$ cat src/rtl/udp_rx_port_demux_pkg.sv
// Shared types for the UDP RX port demultiplexer: decoded header layout and FSM states.
package udp_pkg;

    localparam int unsigned UDP_HDR_W = 336;

    typedef struct packed {
        logic [47:0] eth_dest_mac;
        logic [47:0] eth_src_mac;
        logic [15:0] eth_type;
        logic [3:0]  ip_version;
        logic [3:0]  ip_ihl;
        logic [5:0]  ip_dscp;
        logic [1:0]  ip_ecn;
        logic [15:0] ip_length;
        logic [15:0] ip_identification;
        logic [2:0]  ip_flags;
        logic [12:0] ip_fragment_offset;
        logic [7:0]  ip_ttl;
        logic [7:0]  ip_protocol;
        logic [15:0] ip_header_checksum;
        logic [31:0] ip_source_ip;
        logic [31:0] ip_dest_ip;
        logic [15:0] udp_source_port;
        logic [15:0] udp_dest_port;
        logic [15:0] udp_length;
        logic [15:0] udp_checksum;
    } udp_hdr_t;

    typedef enum logic [1:0] {IDLE, HDR, PAYLOAD, DROP} demux_state_t;

    // Channel index width; a single channel still needs a 1-bit index.
    function automatic int unsigned idx_width(input int unsigned n);
        return (n > 1) ? $clog2(n) : 1;
    endfunction

endpackage

$ cat src/rtl/udp_rx_port_demux_if.sv
// Header + payload stream bundle; NUM_LANES > 1 gives per-channel valid/ready vectors.
interface udp_rx_port_demux_if
    import udp_pkg::*;
#(
    parameter int unsigned NUM_LANES  = 1,
    parameter int unsigned DATA_WIDTH = 8
);
    logic [NUM_LANES-1:0]  hdr_valid;
    logic [NUM_LANES-1:0]  hdr_ready;
    udp_hdr_t              hdr;
    logic [DATA_WIDTH-1:0] tdata;
    logic [NUM_LANES-1:0]  tvalid;
    logic [NUM_LANES-1:0]  tready;
    logic                  tlast;

    modport master (output hdr_valid, hdr, tdata, tvalid, tlast, input hdr_ready, tready);
    modport slave  (input hdr_valid, hdr, tdata, tvalid, tlast, output hdr_ready, tready);
endinterface

$ cat src/rtl/udp_rx_port_demux_match.sv
// Destination-port lookup: parallel compare against the port table, lowest index wins.
module udp_port_match
    import udp_pkg::*;
#(
    parameter int unsigned N_CHANNELS = 4,
    parameter logic [15:0] PORT_TABLE [N_CHANNELS] = '{16'd5000, 16'd5001, 16'd5002, 16'd5003}
) (
    input  logic [15:0]                        dest_port,
    output logic                               hit,
    output logic [idx_width(N_CHANNELS)-1:0]   idx
);
    localparam int unsigned IdxW = idx_width(N_CHANNELS);

    always_comb begin
        hit = 1'b0;
        idx = '0;
        // Scan downwards so the lowest matching index is the last one written.
        for (int i = N_CHANNELS - 1; i >= 0; i--) begin
            if (dest_port == PORT_TABLE[i]) begin
                hit = 1'b1;
                idx = IdxW'(i);
            end
        end
    end

endmodule

$ cat src/rtl/udp_rx_port_demux.sv
// Steers one UDP header + payload at a time to the channel owning its destination port.
module udp_rx_port_demux
    import udp_pkg::*;
#(
    parameter int unsigned N_CHANNELS     = 4,
    parameter logic [15:0] PORT_TABLE [N_CHANNELS] = '{16'd5000, 16'd5001, 16'd5002, 16'd5003},
    parameter int unsigned DATA_WIDTH     = 8,
    parameter bit          DROP_UNMATCHED = 1'b1
) (
    input  logic                clk,
    input  logic                rst,
    udp_rx_port_demux_if.slave  s_bus,
    udp_rx_port_demux_if.master m_bus,
    output logic [31:0]         drop_count
);
    localparam int unsigned IdxW = idx_width(N_CHANNELS);

    demux_state_t          state_q, state_d;
    logic [IdxW-1:0]       sel_q, sel_d;
    udp_hdr_t              m_hdr_q, m_hdr_d;
    logic [31:0]           drop_count_q, drop_count_d;

    logic                  hit;
    logic [IdxW-1:0]       idx;
    logic [N_CHANNELS-1:0] sel_onehot;
    logic                  s_hdr_ready, s_tready;
    logic [N_CHANNELS-1:0] m_hdr_valid, m_tvalid;

    udp_port_match #(
        .N_CHANNELS (N_CHANNELS),
        .PORT_TABLE (PORT_TABLE)
    ) u_match (
        .dest_port (s_bus.hdr.udp_dest_port),
        .hit       (hit),
        .idx       (idx)
    );

    assign sel_onehot = N_CHANNELS'(1) << sel_q;

    always_comb begin
        state_d      = state_q;
        sel_d        = sel_q;
        m_hdr_d      = m_hdr_q;
        drop_count_d = drop_count_q;
        s_hdr_ready  = 1'b0;
        s_tready     = 1'b0;
        m_hdr_valid  = '0;
        m_tvalid     = '0;
        unique case (state_q)
            IDLE: begin
                s_hdr_ready = 1'b1;
                if (s_bus.hdr_valid[0]) begin
                    m_hdr_d = s_bus.hdr;
                    if (hit) begin
                        sel_d   = idx;
                        state_d = HDR;
                    end else if (!DROP_UNMATCHED) begin
                        sel_d   = IdxW'(N_CHANNELS - 1);
                        state_d = HDR;
                    end else begin
                        state_d = DROP;
                    end
                end
            end
            HDR: begin
                m_hdr_valid = sel_onehot;
                if (m_bus.hdr_ready[sel_q]) state_d = PAYLOAD;
            end
            PAYLOAD: begin
                m_tvalid = sel_onehot & {N_CHANNELS{s_bus.tvalid[0]}};
                s_tready = m_bus.tready[sel_q];
                if (s_bus.tvalid[0] && s_tready && s_bus.tlast) state_d = IDLE;
            end
            DROP: begin
                s_tready = 1'b1;
                if (s_bus.tvalid[0] && s_bus.tlast) begin
                    if (drop_count_q != 32'hFFFF_FFFF) drop_count_d = drop_count_q + 32'd1;
                    state_d = IDLE;
                end
            end
            default: state_d = IDLE;
        endcase
        // No handshake may complete in a reset cycle, so leftover beats stay unconsumed.
        if (rst) begin
            s_hdr_ready = 1'b0;
            s_tready    = 1'b0;
            m_hdr_valid = '0;
            m_tvalid    = '0;
        end
    end

    always_ff @(posedge clk) begin
        if (rst) begin
            state_q      <= IDLE;
            sel_q        <= '0;
            m_hdr_q      <= '0;
            drop_count_q <= '0;
        end else begin
            state_q      <= state_d;
            sel_q        <= sel_d;
            m_hdr_q      <= m_hdr_d;
            drop_count_q <= drop_count_d;
        end
    end

    assign s_bus.hdr_ready[0] = s_hdr_ready;
    assign s_bus.tready[0]    = s_tready;
    assign m_bus.hdr_valid    = m_hdr_valid;
    assign m_bus.hdr          = m_hdr_q;
    assign m_bus.tdata        = s_bus.tdata;
    assign m_bus.tvalid       = m_tvalid;
    assign m_bus.tlast        = s_bus.tlast;
    assign drop_count         = drop_count_q;

endmodule

$ cat src/flat_wrapper.sv
// flat-port wrapper written by rule: the top's interface ports become plain ports
module udp_rx_port_demux_flat import udp_pkg::*;
#(
    parameter int unsigned N_CHANNELS     = 4,
    parameter logic [15:0] PORT_TABLE [N_CHANNELS] = '{16'd5000, 16'd5001, 16'd5002, 16'd5003},
    parameter int unsigned DATA_WIDTH     = 8,
    parameter bit          DROP_UNMATCHED = 1'b1
)
  (clk, rst, drop_count, s_bus_hdr_valid, s_bus_hdr, s_bus_tdata, s_bus_tvalid, s_bus_tlast, s_bus_hdr_ready, s_bus_tready, m_bus_hdr_valid, m_bus_hdr, m_bus_tdata, m_bus_tvalid, m_bus_tlast, m_bus_hdr_ready, m_bus_tready);
  udp_rx_port_demux_if #(.NUM_LANES(1), .DATA_WIDTH(DATA_WIDTH)) s_bus_i ();
  udp_rx_port_demux_if #(.NUM_LANES(4), .DATA_WIDTH(DATA_WIDTH)) m_bus_i ();
  input  logic clk;
  input  logic rst;
  output logic [31:0] drop_count;
  input wire logic [$bits(s_bus_i.hdr_valid)-1:0] s_bus_hdr_valid;
  input wire logic [$bits(s_bus_i.hdr)-1:0] s_bus_hdr;
  input wire logic [$bits(s_bus_i.tdata)-1:0] s_bus_tdata;
  input wire logic [$bits(s_bus_i.tvalid)-1:0] s_bus_tvalid;
  input wire logic [$bits(s_bus_i.tlast)-1:0] s_bus_tlast;
  output wire logic [$bits(s_bus_i.hdr_ready)-1:0] s_bus_hdr_ready;
  output wire logic [$bits(s_bus_i.tready)-1:0] s_bus_tready;
  output wire logic [$bits(m_bus_i.hdr_valid)-1:0] m_bus_hdr_valid;
  output wire logic [$bits(m_bus_i.hdr)-1:0] m_bus_hdr;
  output wire logic [$bits(m_bus_i.tdata)-1:0] m_bus_tdata;
  output wire logic [$bits(m_bus_i.tvalid)-1:0] m_bus_tvalid;
  output wire logic [$bits(m_bus_i.tlast)-1:0] m_bus_tlast;
  input wire logic [$bits(m_bus_i.hdr_ready)-1:0] m_bus_hdr_ready;
  input wire logic [$bits(m_bus_i.tready)-1:0] m_bus_tready;
  assign s_bus_i.hdr_valid = s_bus_hdr_valid;
  assign s_bus_i.hdr = s_bus_hdr;
  assign s_bus_i.tdata = s_bus_tdata;
  assign s_bus_i.tvalid = s_bus_tvalid;
  assign s_bus_i.tlast = s_bus_tlast;
  assign s_bus_hdr_ready = s_bus_i.hdr_ready;
  assign s_bus_tready = s_bus_i.tready;
  assign m_bus_hdr_valid = m_bus_i.hdr_valid;
  assign m_bus_hdr = m_bus_i.hdr;
  assign m_bus_tdata = m_bus_i.tdata;
  assign m_bus_tvalid = m_bus_i.tvalid;
  assign m_bus_tlast = m_bus_i.tlast;
  assign m_bus_i.hdr_ready = m_bus_hdr_ready;
  assign m_bus_i.tready = m_bus_tready;
  udp_rx_port_demux #(.N_CHANNELS(N_CHANNELS), .PORT_TABLE(PORT_TABLE), .DATA_WIDTH(DATA_WIDTH), .DROP_UNMATCHED(DROP_UNMATCHED)) u_core (.clk(clk), .rst(rst), .s_bus(s_bus_i), .m_bus(m_bus_i), .drop_count(drop_count));
endmodule
$ cat config.mk
export PLATFORM = sky130hd
export DESIGN_NAME = udp_rx_port_demux_flat
export DESIGN_NICKNAME = d
export VERILOG_FILES = /design/src/rtl/udp_rx_port_demux_pkg.sv /design/src/rtl/udp_rx_port_demux_if.sv /design/src/rtl/udp_rx_port_demux_match.sv /design/src/rtl/udp_rx_port_demux.sv /design/src/flat_wrapper.sv
export SDC_FILE = /design/constraint.sdc
export NUM_CORES = 1
export LEC_CHECK = 0
export BUFFER_PORTS_ARGS = -buffer_cell sky130_fd_sc_hd__buf_2
export CELL_PAD_IN_SITES_DETAIL_PLACEMENT = 0
export CELL_PAD_IN_SITES_GLOBAL_PLACEMENT = 1
export CORE_AREA = 5 5 290 292
export DETAILED_ROUTE_END_ITERATION = 8
export DIE_AREA = 0 0 295 297
export GPL_ROUTABILITY_DRIVEN = 1
export PLACE_DENSITY = 0.5
export SLEW_MARGIN = 20
export SYNTH_ARGS = -nofsm -noshare
export SYNTH_HDL_FRONTEND = slang
export SYNTH_SLANG_ARGS = --single-unit
$ cat constraint.sdc
create_clock -name clk -period 2.4 [get_ports clk]
set_input_delay 0.36 -clock clk [delete_from_list [all_inputs] [get_ports clk]]
set_output_delay 0.36 -clock clk [all_outputs]
set_load 0.02 [all_outputs]
==> results of run 1 <==
-- sequential cells by signal, summed over array words and instances, names as in the netlist --
signal / count
u_core.state_q: 2
u_core.m_bus.hdr: 336
u_core.drop_count: 32
u_core.sel_q: 2
-- power groups by stage --
| stage | clock (uW) | sequential [uW] | combinational (uW) |
|---|---|---|---|
| 3_3_place_gp | 0 | 6880 | 2550 |
| 2_1_floorplan | 0 | 7370 | 883 |
| 5_1_grt | 7780 | 6810 | 3100 |
| 3_5_place_dp | 0 | 6890 | 2560 |
| 6_report | 7240 | 6760 | 2840 |
| 4_1_cts | 7580 | 6760 | 2910 |
-- logic make-up after synthesis --
family | count (synthesis) | synth area share, %
AOI/OAI and AO/OA | 389 | 14.8
DFF | 372 | 55.7
xor gates and xnor gates | 4 | 0.262
muxes | 7 | 0.749
buffers and inverters | 141 | 4.34
adders and majority gates | 1 | 0.0936
and+or+nand+nor | 795 | 24.0
-- area by class of cell --
type                            instances  area, um^2
Tap cell                             1070        1340
Multi-Input combinational cell       1196        5370
Clock inverter                         14         264
Antenna cell                            4        10.0
Clock buffer                           67        1290
Timing Repair Buffer                 1020        6630
Inverter                                6        22.5
Fill cell                            9033       58900
Sequential cell                       372        7450
-- stage by stage --
stage	hold WS, ns	cell area, um^2
after CTS	0.000184	22400
after detailed placement	0.443	18300
final	0.0524	22400
after floorplan	0.496	13400
after global routing	0.0128	22400
after global placement	0.439	18300
-- worst paths after layout --
check | startpoint | cells after the start | end
worst min-delay path | s_bus_hdr[295] | 3 | u_core.m_bus.hdr[295]
worst max-delay path | u_core.state_q[0] | 5 | m_bus_hdr_valid[0]
worst max register to register | u_core.drop_count[11] | 5 | u_core.drop_count[23]
worst min register to register | u_core.m_bus.hdr[2] | 2 | u_core.m_bus.hdr[2]
-- repair_timing --
item                                   in CTS  in global routing
buffers inserted                            0                  0
resized for setup                           6                  1
gates cloned                                0                  0
hold buffers                              247                  0
setup endpoints to repair                   4                  3
pin swaps                                   1                  2
endpoints found under the hold margin     247                  0
-- metal layers --
layer | part of all wire (%) | global-route usage (%) | wire length [um] | vias up
met5 | 0.041 | 0 | 25 | -
met4 | 3.3 | 4.58 | 2010 | 4
met3 | 7.2 | 3.12 | 4370 | 115
met2 | 51 | 23.6 | 30900 | 483
met1 | 38 | 14.5 | 23400 | 7006
li1 | - | - | - | 7461
-- worst register-to-register path: cells and delay by family, from the launching register on --
family | cells | cell delay [ns]
DFF | 1 | 0.45
and+or+nand+nor | 3 | 1.05
AOI/OAI and AO/OA | 2 | 0.58
-- cells in the mapped netlist, drive strengths merged, types with 6 or more instances --
cell type  instances  area share, %
nor3               8           0.30
or3               16           0.75
o21ai             18           0.67
dfxtp            372             56
a21oi            360             13
clkbuf           119            3.3
nand2            690             19
nor2              22           0.62
or4                9           0.51
nand3             12           0.45
o31ai              7           0.39
nand4             12           0.61
inv                6           0.17
buf               16           0.83
==> PnR_summary.wiki, run 1 <==
{| class="wikitable"
! Metric !! Value
|-
| Critical path endpoint category || output pin
|-
| Outcome || finished, final reports clean
|-
| H-tree depth || 2
|-
| Number of synthesized register bits || 372
|-
| DIE AREA || 87600 um^2
|-
| Leakage power summed over all cells || 0.00995 uW
|-
| Cell area after synthesis || 13400 um^2
|-
| Internal reg-to-reg setup slack || 0.25 ns
|-
| Sequential power share || 40.1%
|-
| Post-Layout Cell Count || 3749
|-
| Number of cells in the design after placement || 3417
|-
| Top-level port count || 744
|-
| Kind of critical path || flip-flop to output pin
|-
| Minimum setup slack after placement || 0.0687 ns
|-
| Post-synthesis average cell area || 7.82 um^2
|-
| Antenna viol nets, final || 0
|-
| Sequence of cells on the critical path || buf_4, inv_1, or3_4, nor3_1, buf_2
|-
| Net switching power || 4680 uW
|-
| Vertical die dimension || 297 um
|-
| Leading cell type in the layout, fill and taps excluded || buf_2
|-
| Top_reg_cell synth || dfxtp_1
|-
| TritonCTS clock tree || yes
|-
| Yosys cell types || 40
|-
| Power per Cell Area || 753 nW/um^2
|-
| Overall power consumption || 16800 uW
|-
| Clk_skew || 0.0258 ns
|-
| Hold crit path type || input port to flip-flop
|-
| Final core utilization || 27.5%
|-
| Final sum of negative setup slack || 0 ns
|-
| DRT iter0 DRCs || 601
|-
| Routability Congestion || 0.815
|-
| Worst path arrival time || 1.95 ns
|-
| Count of vias placed by the detailed router || 15100
|-
| DRC violations left || 0
|-
| Max Buffers Root-to-Sink || 3
|-
| Setup violations, final || 0
|-
| Number of antenna violations at the first check in global routing || 6
|-
| Vias in the first global route || 15300
|-
| Number of iterations in the first detailed-routing pass || 5
|-
| Clock network fraction of total power || 43.0%
|-
| Post-synthesis cell count || 1709
|-
| Worst Slack Setup Final || 0.0879 ns
|-
| Net count of the mapped netlist || 2067
|-
| Post-route minimum period || 2.31 ns
|-
| CP Launch Type || flip-flop
|-
| Share of synthesized area occupied by flip-flops and latches || 55.7%
|-
| Total Wirelength || 60700 um
|-
| Number of warnings issued by yosys || 0
|-
| Share of total power consumed by net switching || 27.8%
|-
| Delay of the slowest cell on the worst path || 0.44 ns
|-
| Maximum operating frequency || 433 MHz
|-
| Buffers on Ports || 727
|-
| Peak supply drop || 0.400 mV
|-
| DIE WIDTH || 295 um
|-
| Share of post-route cells with drive strength above 1 || 32.0%
|-
| Worst-Skew Late Latency || 0.58 ns
|-
| Global-route wire length before repair || 90600 um
|-
| Number of buffer and inverter instances along the worst setup path || 3
|-
| Inserted Clock Buffers || 46
|-
| Count of standard-cell rows || 105
|-
| Clock-pin slew reported for the worst setup and hold paths after clock tree synthesis || 0.06 ns
|-
| Final Hold Violating Endpoints || 0
|-
| Maximum number of pins on one net before global-route repair || 152
|-
| Share of synthesized registers carrying an async set or reset || 0%
|-
| Number of clock sinks || 372
|-
| Max cap viols || 0
|-
| HPWL after DPL || 44900 um
|-
| Clock root buffer || clkbuf_16
|-
| Number of nets in the layout || 3000
|-
| Ratio of final minimum period to clock period || 96.3%
|-
| Worst Tran Pin Value || 0.892 ns
|-
| Starting density of the core || 16.4%
|-
| Slowest library cell on the worst path || or3_4
|-
| Max Fanout on Critical Path || 7
|-
| Required time worst endpoint || 2.04 ns
|-
| Family with the most delay on the worst path || simple AND/OR/NAND/NOR gates
|-
| Routed wire per std cell || 16.2 um
|-
| Drt via density || 4.02
|-
| Post-synth EDFFs || 0
|-
| Leading cell types in the layout, fill and taps excluded || 725 x buf_2, 690 x nand2_1, 370 x dfxtp_1
|-
| Unrepaired setup endpoints after global routing || no
|-
| Max Transition Viols Final || 0
|-
| Worst slew slack as a fraction of its limit || 39.7%
|-
| Total overflow reported by the global router || 0
|-
| Signed area change from the synthesized netlist to the final layout || 67.4%
|-
| Comb pwr share || 16.9%
|-
| Pint || 12200 uW
|-
| Total routing resource utilization after global routing || 12.9%
|-
| Area of the core || 81300 um^2
|}
(Power assumes the default switching activity.)
==> inputs of run 2 (changes only) <==
Settings changed: ABC_AREA from default to 1, CORE_AREA 5 5 290 292 to 5 5 284 286, DIE_AREA 0 0 295 297 to 0 0 289 291, PLACE_DENSITY 0.5 to 0.53.
==> PnR_summary.wiki, run 2 <==
{| class="wikitable"
! Metric !! Value
|-
| Outcome || finished, final reports clean (unchanged)
|-
| DIE WIDTH || 289 um (was 295 um)
|-
| DRT iter0 DRCs || 667 (was 601)
|-
| Buffers on Ports || 727 (unchanged)
|-
| Ratio of final minimum period to clock period || 92.9% (was 96.3%)
|-
| Synth top area cells || dfxtp_1 53%, nor2_1 20%, o21ai_0 12% (was dfxtp_1 56%, nand2_1 19%, a21oi_1 13%)
|-
| Number of iterations in the first detailed-routing pass || 5 (unchanged)
|-
| Critical path endpoint category || output pin (unchanged)
|-
| Beginning of the worst hold path || s_bus_hdr[82] (was s_bus_hdr[295])
|-
| Family with the most delay on the worst path || simple AND/OR/NAND/NOR gates (unchanged)
|-
| Number of cells traversed by the worst register-to-register path || 10 (was 5)
|-
| Total overflow reported by the global router || 0 (unchanged)
|-
| Flip-flop count of the largest register, all copies and words added || 336 (unchanged)
|-
| Share of synthesized registers carrying an async set or reset || 0% (unchanged)
|-
| Worst path arrival time || 1.87 ns (was 1.95 ns)
|-
| Number of antenna violations at the first check in global routing || 13 (was 6)
|-
| Fraction of post-synthesis cell area in the top cell type by area || 53.1% (was 55.7%)
|-
| Worst Tran Pin Value || 0.713 ns (was 0.892 ns)
|-
| Final sum of negative setup slack || 0 ns (unchanged)
|-
| Maximum operating frequency || 448 MHz (was 433 MHz)
|-
| Count leader, synth || nor2_1 (was nand2_1)
|-
| HPWL after DPL || 48500 um (was 44900 um)
|-
| Most common cell on crit path || nor2_1
|-
| Post-synth EDFFs || 0 (unchanged)
|-
| Kind of critical path || flip-flop to output pin (unchanged)
|-
| Synth Area in Simple Gates || 27.2% (was 24.0%)
|-
| Total Wirelength || 65700 um (was 60700 um)
|-
| Leading cell types in the layout, fill and taps excluded || 737 x nor2_1, 727 x buf_2, 371 x dfxtp_1 (was 725 x buf_2, 690 x nand2_1, 370 x dfxtp_1)
|-
| Vias in the first global route || 16300 (was 15300)
|-
| Endpoint of the lowest-slack register-to-register path || u_core.drop_count[16] (was u_core.drop_count[23])
|-
| Worst-Skew Late Latency || 0.57 ns (was 0.58 ns)
|-
| Post-synthesis cell count || 1887 (was 1709)
|-
| Total routing resource utilization after global routing || 14.7% (was 12.9%)
|-
| Routability Congestion || 0.825 (was 0.815)
|-
| Global-route wire length before repair || 97900 um (was 90600 um)
|-
| Slowest library cell on the worst path || dfxtp_1 (was or3_4)
|-
| Vertical die dimension || 291 um (was 297 um)
|-
| Starting density of the core || 18.0% (was 16.4%)
|-
| Mux cell area share after synthesis || 0% (was 0.749%)
|-
| Sequence of cells on the critical path || inv_1, nor2_1, nand3_1, nor2_1, buf_2 (was buf_4, inv_1, or3_4, nor3_1, buf_2)
|-
| Worst slew slack as a fraction of its limit || 52.5% (was 39.7%)
|-
| Net count of the mapped netlist || 2245 (was 2067)
|-
| Max Buffers Root-to-Sink || 3 (unchanged)
|-
| TritonCTS clock tree || yes (unchanged)
|-
| Inserted Clock Buffers || 47 (was 46)
|-
| Fraction of the mapped netlist area in compound gates || 13.6% (was 14.8%)
|-
| Commonest cells in the netlist || 737 x nor2_1, 372 x dfxtp_1, 338 x o21ai_0, 163 x nand2_1, 84 x clkbuf_1 (was 690 x nand2_1, 372 x dfxtp_1, 360 x a21oi_1, 119 x clkbuf_1, 22 x nor2_1)
|-
| DRC violations left || 0 (unchanged)
|-
| Internal reg-to-reg setup slack || 0.39 ns (was 0.25 ns)
|-
| Maximum number of pins on one net before global-route repair || 140 (was 152)
|-
| Leakage power summed over all cells || 0.0112 uW (was 0.00995 uW)
|-
| Hold crit path type || input port to flip-flop (unchanged)
|-
| H-tree depth || 2 (unchanged)
|-
| Max Fanout on Critical Path || 5 (was 7)
|-
| Clock-pin slew reported for the worst setup and hold paths after clock tree synthesis || 0.06 ns (about the same)
|-
| Required time worst endpoint || 2.04 ns (about the same)
|-
| Antenna viol nets, final || 0 (unchanged)
|-
| Launch point of the worst reg-to-reg path || u_core.drop_count[1] (was u_core.drop_count[11])
|-
| Routed wire per std cell || 16.7 um (was 16.2 um)
|-
| Filler Cells Inserted || 8634 (was 9033)
|-
| Signed area change from the synthesized netlist to the final layout || 65.1% (was 67.4%)
|-
| Final core utilization || 29.7% (was 27.5%)
|-
| Max cap viols || 0 (unchanged)
|-
| Number of clock sinks || 372 (unchanged)
|-
| Max Transition Viols Final || 0 (unchanged)
|-
| Count of standard-cell rows || 103 (was 105)
|-
| Number of warnings issued by yosys || 0 (unchanged)
|-
| Power per Cell Area || 1010 nW/um^2 (was 753 nW/um^2)
|-
| Worst Hold Depth || 3 (unchanged)
|-
| Final Hold Violating Endpoints || 0 (unchanged)
|-
| Leading cell type in the layout, fill and taps excluded || nor2_1 (was buf_2)
|-
| Count of vias placed by the detailed router || 16000 (was 15100)
|-
| Yosys cell types || 31 (was 40)
|-
| Largest family of logic cells by synthesized area || simple AND/OR/NAND/NOR gates (unchanged)
|-
| Share of synthesized area occupied by flip-flops and latches || 53.1% (was 55.7%)
|-
| Clock root buffer || clkbuf_16 (unchanged)
|-
| Top-level port count || 744 (unchanged)
|-
| Drt via density || 4.05 (was 4.02)
|-
| Share of post-route cells with drive strength above 1 || 30.3% (was 32.0%)
|-
| Unrepaired setup endpoints after global routing || no (unchanged)
|-
| Delay of the slowest cell on the worst path || 0.39 ns (was 0.44 ns)
|-
| Post-synthesis xor/xnor area fraction || 0.874% (was 0.262%)
|-
| Multi-input combinational cell area || 5860 um^2 (was 5370 um^2)
|-
| Post-route minimum period || 2.23 ns (was 2.31 ns)
|-
| Register area || 7450 um^2 (about the same)
|-
| CP Launch Type || flip-flop (unchanged)
|-
| Biggest area consumer among synthesized cells || dfxtp_1 (unchanged)
|-
| Clk_skew || 0.0138 ns (was 0.0258 ns)
|-
| Number of nets in the layout || 3213 (was 3000)
|-
| Number of buffer and inverter instances along the worst setup path || 2 (was 3)
|-
| Peak supply drop || 0.513 mV (was 0.400 mV)
|-
| Cell area after synthesis || 14000 um^2 (was 13400 um^2)
|-
| Top_reg_cell synth || dfxtp_1 (unchanged)
|-
| Buffer count from post-CTS setup fixing || 0 (unchanged)
|-
| Setup violations, final || 0 (unchanged)
|-
| End of the worst hold path || u_core.m_bus.hdr[82] (was u_core.m_bus.hdr[295])
|-
| Number of synthesized register bits || 372 (unchanged)
|-
| Post-synthesis average cell area || 7.44 um^2 (was 7.82 um^2)
|-
| Synth Area in Adders || 0.0891% (was 0.0936%)
|-
| DIE AREA || 84100 um^2 (was 87600 um^2)
|-
| Area of the core || 78100 um^2 (was 81300 um^2)
|}
[run 2: cell types whose count changed after synthesis, moves of 18 or more]
cell | previous run | this run
a21oi_1 | 360 | 19
buf_2 | 2 | 32
clkbuf_1 | 119 | 84
inv_1 | 6 | 27
nand2_1 | 690 | 163
nand3_1 | 12 | 30
nor2_1 | 22 | 737
o21ai_0 | 17 | 338
[run 2: timing repair]
| action | 4_1_cts | 5_1_grt |
|---|---|---|
| resized for setup | 0 | 1 |
| hold buffers | 272 | 0 |
| setup endpoints to repair | 0 | 1 |
| hold endpoints to repair | 272 | 0 |
[run 2: per-stage QoR]
| stage | total power [uW] | cells | hold slack [ns] | instance area [um^2] | setup slack (ns) |
|---|---|---|---|---|---|
| finish | 23500 | 3944 | 0.0447 | 23200 | 0.170 |
| global route | 25000 | 3942 | 0.0157 | 23200 | 0.0223 |
| CTS | 23900 | 3935 | 0.000487 | 23100 | 0.107 |
| detailed placement | 16400 | 3584 | 0.469 | 18900 | 0.400 |
| global placement | 16300 | 3584 | 0.461 | 18900 | 0.465 |
| floorplan | 13000 | 1887 | 0.495 | 14000 | 0.486 |
[run 2: logic make-up (layout without fill, tap and decap cells)]
kind of cell / Yosys count / in the layout
adder cells (fa/ha/maj): 1 / 1
flip-flops: 372 / 372
other: 0 / 9
AND/OR/NAND/NOR: 966 / 966
AO/OA/AOI/OAI: 372 / 372
buffers and inverters: 162 / 1160
XOR/XNOR: 14 / 14
[run 2: worst max path at each step]
stage | startpoint | endpoint | depth (start not counted)
floorplan | u_core.drop_count[0] | u_core.drop_count[15] | 11
global placement | u_core.drop_count[1] | u_core.drop_count[30] | 10
detailed placement | u_core.drop_count[1] | u_core.drop_count[15] | 10
CTS | u_core.sel_q[0] | s_bus_tready | 6
global route | u_core.state_q[1] | m_bus_tvalid[2] | 5
finish | u_core.state_q[1] | m_bus_tvalid[2] | 5
[run 2: area by class of cell]
class / instances / area share [%]
sequential: 372 / 32.1
timing repair buffer: 1050 / 29.8
multi-input combinational: 1353 / 25.3
tap: 1050 / 5.67
clock buffer: 66 / 5.64
clock inverter: 13 / 0.756
inverter: 31 / 0.567
antenna: 9 / 0.0972
[run 2: metal layers]
layer	global-route usage (%)	part of all wire (%)	up-vias
met5	0	0.041	-
met4	5.64	3.9	4
met3	4.30	7.8	133
met2	25.0	48	600
met1	17.5	41	7286
li1	-	-	7963
[run 2: power breakdown]
part	internal (uW)	switching [uW]	total [uW]	leakage, uW
Combinational	2630	5450	8080	0.00736
Clock	4190	2790	6990	0.000727
Sequential	7720	724	8450	0.00307
Total	14500	8960	23500	0.0112
[run 2: worst min-delay path, delay by kind of cell]
kind	cells	cell delay, ns
and+or+nand+nor	2	0.12
buffers and inverters	1	0.08
==> inputs of run 3 (changes only) <==
Settings changed: CORE_AREA 5 5 284 286 to 2 2 289 291, DIE_AREA 0 0 289 291 to 0 0 291 293, PLACE_DENSITY 0.53 to default, PLACE_DENSITY_LB_ADDON from default to 0.15.
==> PnR_summary.wiki, run 3 (synthesized netlist as in run 2, its figures left out) <==
{| class="wikitable"
! Metric !! Value
|-
| H-tree depth || 2 (unchanged)
|-
| Max Transition Viols Final || 0 (unchanged)
|-
| Routability Congestion || 0.813 (was 0.825)
|-
| Post-route minimum period || 2.20 ns (was 2.23 ns)
|-
| Max cap viols || 0 (unchanged)
|-
| Buffers on Ports || 727 (unchanged)
|-
| Final sum of negative setup slack || 0 ns (unchanged)
|-
| DIE AREA || 85300 um^2 (was 84100 um^2)
|-
| Count of vias placed by the detailed router || 16000 (about the same)
|-
| Clock root buffer || clkbuf_16 (unchanged)
|-
| Max Fanout on Critical Path || 7 (was 5)
|-
| Worst-Skew Late Latency || 0.59 ns (was 0.57 ns)
|-
| CP Launch Type || flip-flop (unchanged)
|-
| Hold crit path type || input port to flip-flop (unchanged)
|-
| Placed Instance Area || 18900 um^2 (about the same)
|-
| Number of iterations in the first detailed-routing pass || 5 (unchanged)
|-
| Internal reg-to-reg setup slack || 0.38 ns (was 0.39 ns)
|-
| Worst setup path startpoint || u_core.sel_q[1] (was u_core.state_q[1])
|-
| Clock-pin slew reported for the worst setup and hold paths after clock tree synthesis || 0.06 ns (about the same)
|-
| Buffer count from post-CTS setup fixing || 0 (unchanged)
|-
| Clk_skew || 0.0181 ns (was 0.0138 ns)
|-
| Area of the core || 81800 um^2 (was 78100 um^2)
|-
| Unrepaired setup endpoints after global routing || no (unchanged)
|-
| Routed wire per std cell || 16.8 um (was 16.7 um)
|-
| Worst slew slack as a fraction of its limit || 55.1% (was 52.5%)
|-
| Ratio of final minimum period to clock period || 91.9% (was 92.9%)
|-
| Total routing resource utilization after global routing || 15.1% (was 14.7%)
|-
| Hold_ws || 0.0428 ns (was 0.0447 ns)
|-
| Worst Tran Pin Value || 0.673 ns (was 0.713 ns)
|-
| Met1 global-route usage || 16.7% (was 17.5%)
|-
| Maximum operating frequency || 454 MHz (was 448 MHz)
|-
| DIE WIDTH || 291 um (was 289 um)
|-
| Starting density of the core || 17.1% (was 18.0%)
|-
| Delay of the slowest cell on the worst path || 0.46 ns (was 0.39 ns)
|-
| Share of post-route cells with drive strength above 1 || 29.8% (was 30.3%)
|-
| End of the critical path || s_bus_tready (was m_bus_tvalid[2])
|-
| Global-route wire length before repair || 100000 um (was 97900 um)
|-
| Power per Cell Area || 1010 nW/um^2 (about the same)
|-
| Top-level port count || 744 (unchanged)
|-
| Minimum setup slack after placement || 0.379 ns (was 0.400 ns)
|-
| Required time worst endpoint || 2.04 ns (about the same)
|-
| Max Buffers Root-to-Sink || 3 (unchanged)
|-
| Sequence of cells on the critical path || inv_2, nand3_1, nand4_1, o21ai_0, inv_1, buf_2 (was inv_1, nor2_1, nand3_1, nor2_1, buf_2)
|-
| Total overflow reported by the global router || 0 (unchanged)
|-
| Number of antenna violations at the first check in global routing || 4 (was 13)
|-
| Slowest library cell on the worst path || dfxtp_1 (unchanged)
|-
| Overall power consumption || 23700 uW (was 23500 uW)
|-
| Vertical die dimension || 293 um (was 291 um)
|-
| Inserted Clock Buffers || 48 (was 47)
|-
| Leakage power summed over all cells || 0.0113 uW (was 0.0112 uW)
|-
| Number of clock sinks || 372 (unchanged)
|-
| Leading cell types in the layout, fill and taps excluded || 737 x nor2_1, 727 x buf_2, 371 x dfxtp_1 (unchanged)
|-
| Number of cells traversed by the worst register-to-register path || 7 (was 10)
|-
| Global-route track usage on met2 || 27.1% (was 25.0%)
|-
| Maximum number of pins on one net before global-route repair || 142 (was 140)
|-
| Worst Slack Setup Final || 0.195 ns (was 0.170 ns)
|-
| Launch point of the worst reg-to-reg path || u_core.state_q[1] (was u_core.drop_count[1])
|-
| Drt via density || 4.00 (was 4.05)
|-
| Critical path endpoint category || output pin (unchanged)
|-
| Count of standard-cell rows || 105 (was 103)
|-
| Total Wirelength || 67200 um (was 65700 um)
|-
| Antenna viol nets, final || 0 (unchanged)
|-
| Leading cell type in the layout, fill and taps excluded || nor2_1 (unchanged)
|-
| Met3 GRT Util || 4.37% (was 4.30%)
|-
| Signed area change from the synthesized netlist to the final layout || 67.9% (was 65.1%)
|-
| Number of nets in the layout || 3251 (was 3213)
|-
| Outcome || finished, final reports clean (unchanged)
|-
| TritonCTS clock tree || yes (unchanged)
|-
| HPWL after DPL || 49100 um (was 48500 um)
|-
| Vias in the first global route || 16400 (was 16300)
|-
| Endpoint of the lowest-slack register-to-register path || u_core.m_bus.hdr[27] (was u_core.drop_count[16])
|-
| Flip-flop count of the largest register, all copies and words added || 336 (unchanged)
|-
| Setup violations, final || 0 (unchanged)
|-
| Finished layout cell area || 23600 um^2 (was 23200 um^2)
|-
| Final Hold Violating Endpoints || 0 (unchanged)
|-
| DRC violations left || 0 (unchanged)
|-
| DRT iter0 DRCs || 658 (was 667)
|-
| Peak supply drop || 0.469 mV (was 0.513 mV)
|-
| Kind of critical path || flip-flop to output pin (unchanged)
|-
| Worst Hold Depth || 3 (unchanged)
|-
| Highest-utilization routing layer at the global route stage || met2 (unchanged)
|-
| Worst path arrival time || 1.84 ns (was 1.87 ns)
|}
[run 3: final cells by class]
| cell class | instances | area, um^2 |
|---|---|---|
| timing repair buffer | 1087 | 7210 |
| fill | 9034 | 58300 |
| sequential | 372 | 7450 |
| clock inverter | 13 | 154 |
| inverter | 31 | 131 |
| antenna | 4 | 10.0 |
| clock buffer | 74 | 1410 |
| tap | 1070 | 1340 |
| multi-input combinational | 1353 | 5860 |
[run 3: timing repair]
item	4_1_cts	5_1_grt
gates resized for setup	0	2
endpoints found under the hold margin	314	0
hold buffers	314	0
endpoints found under the setup margin	0	1
[run 3: per-stage QoR]
| stage | utilization, % | cells |
|---|---|---|
| floorplan | - | 1887 |
| global placement | 23.0 | 3599 |
| detailed placement | 23.0 | 3599 |
| CTS | 28.8 | 4000 |
| global route | 28.8 | 4003 |
| finish | 28.8 | 4004 |
[run 3: metal layers]
metal | wire, um | vias to the layer above
met4 | 2360 | 0
li1 | - | 8048
met1 | 26600 | 7336
met5 | 0 | -
met2 | 33900 | 514
met3 | 4420 | 113
[run 3: worst min-delay path by stage]
stage | start | to | slack, ns
2_1_floorplan | s_bus_hdr[241] | u_core.m_bus.hdr[241] | 0.49
3_3_place_gp | u_core.m_bus.hdr[32] | u_core.m_bus.hdr[32] | 0.46
3_5_place_dp | u_core.m_bus.hdr[32] | u_core.m_bus.hdr[32] | 0.47
4_1_cts | s_bus_hdr[32] | u_core.m_bus.hdr[32] | 0.00007
5_1_grt | s_bus_hdr[213] | u_core.m_bus.hdr[213] | 0.01
6_report | s_bus_hdr[43] | u_core.m_bus.hdr[43] | 0.04
[run 3: power by group]
group          internal (uW)  leakage (uW)  switching [uW]
clock                   4350      0.000767            2920
combinational           2530       0.00748            5510
sequential              7720       0.00307             685
total                  14600        0.0113            9120
[run 3: worst max-delay path: cells and delay by family (launching register included)]
kind	cells	cell delay [ns]
buffers and inverters	3	0.39
flip-flops	1	0.46
AO/OA/AOI/OAI	1	0.20
AND/OR/NAND/NOR	2	0.22
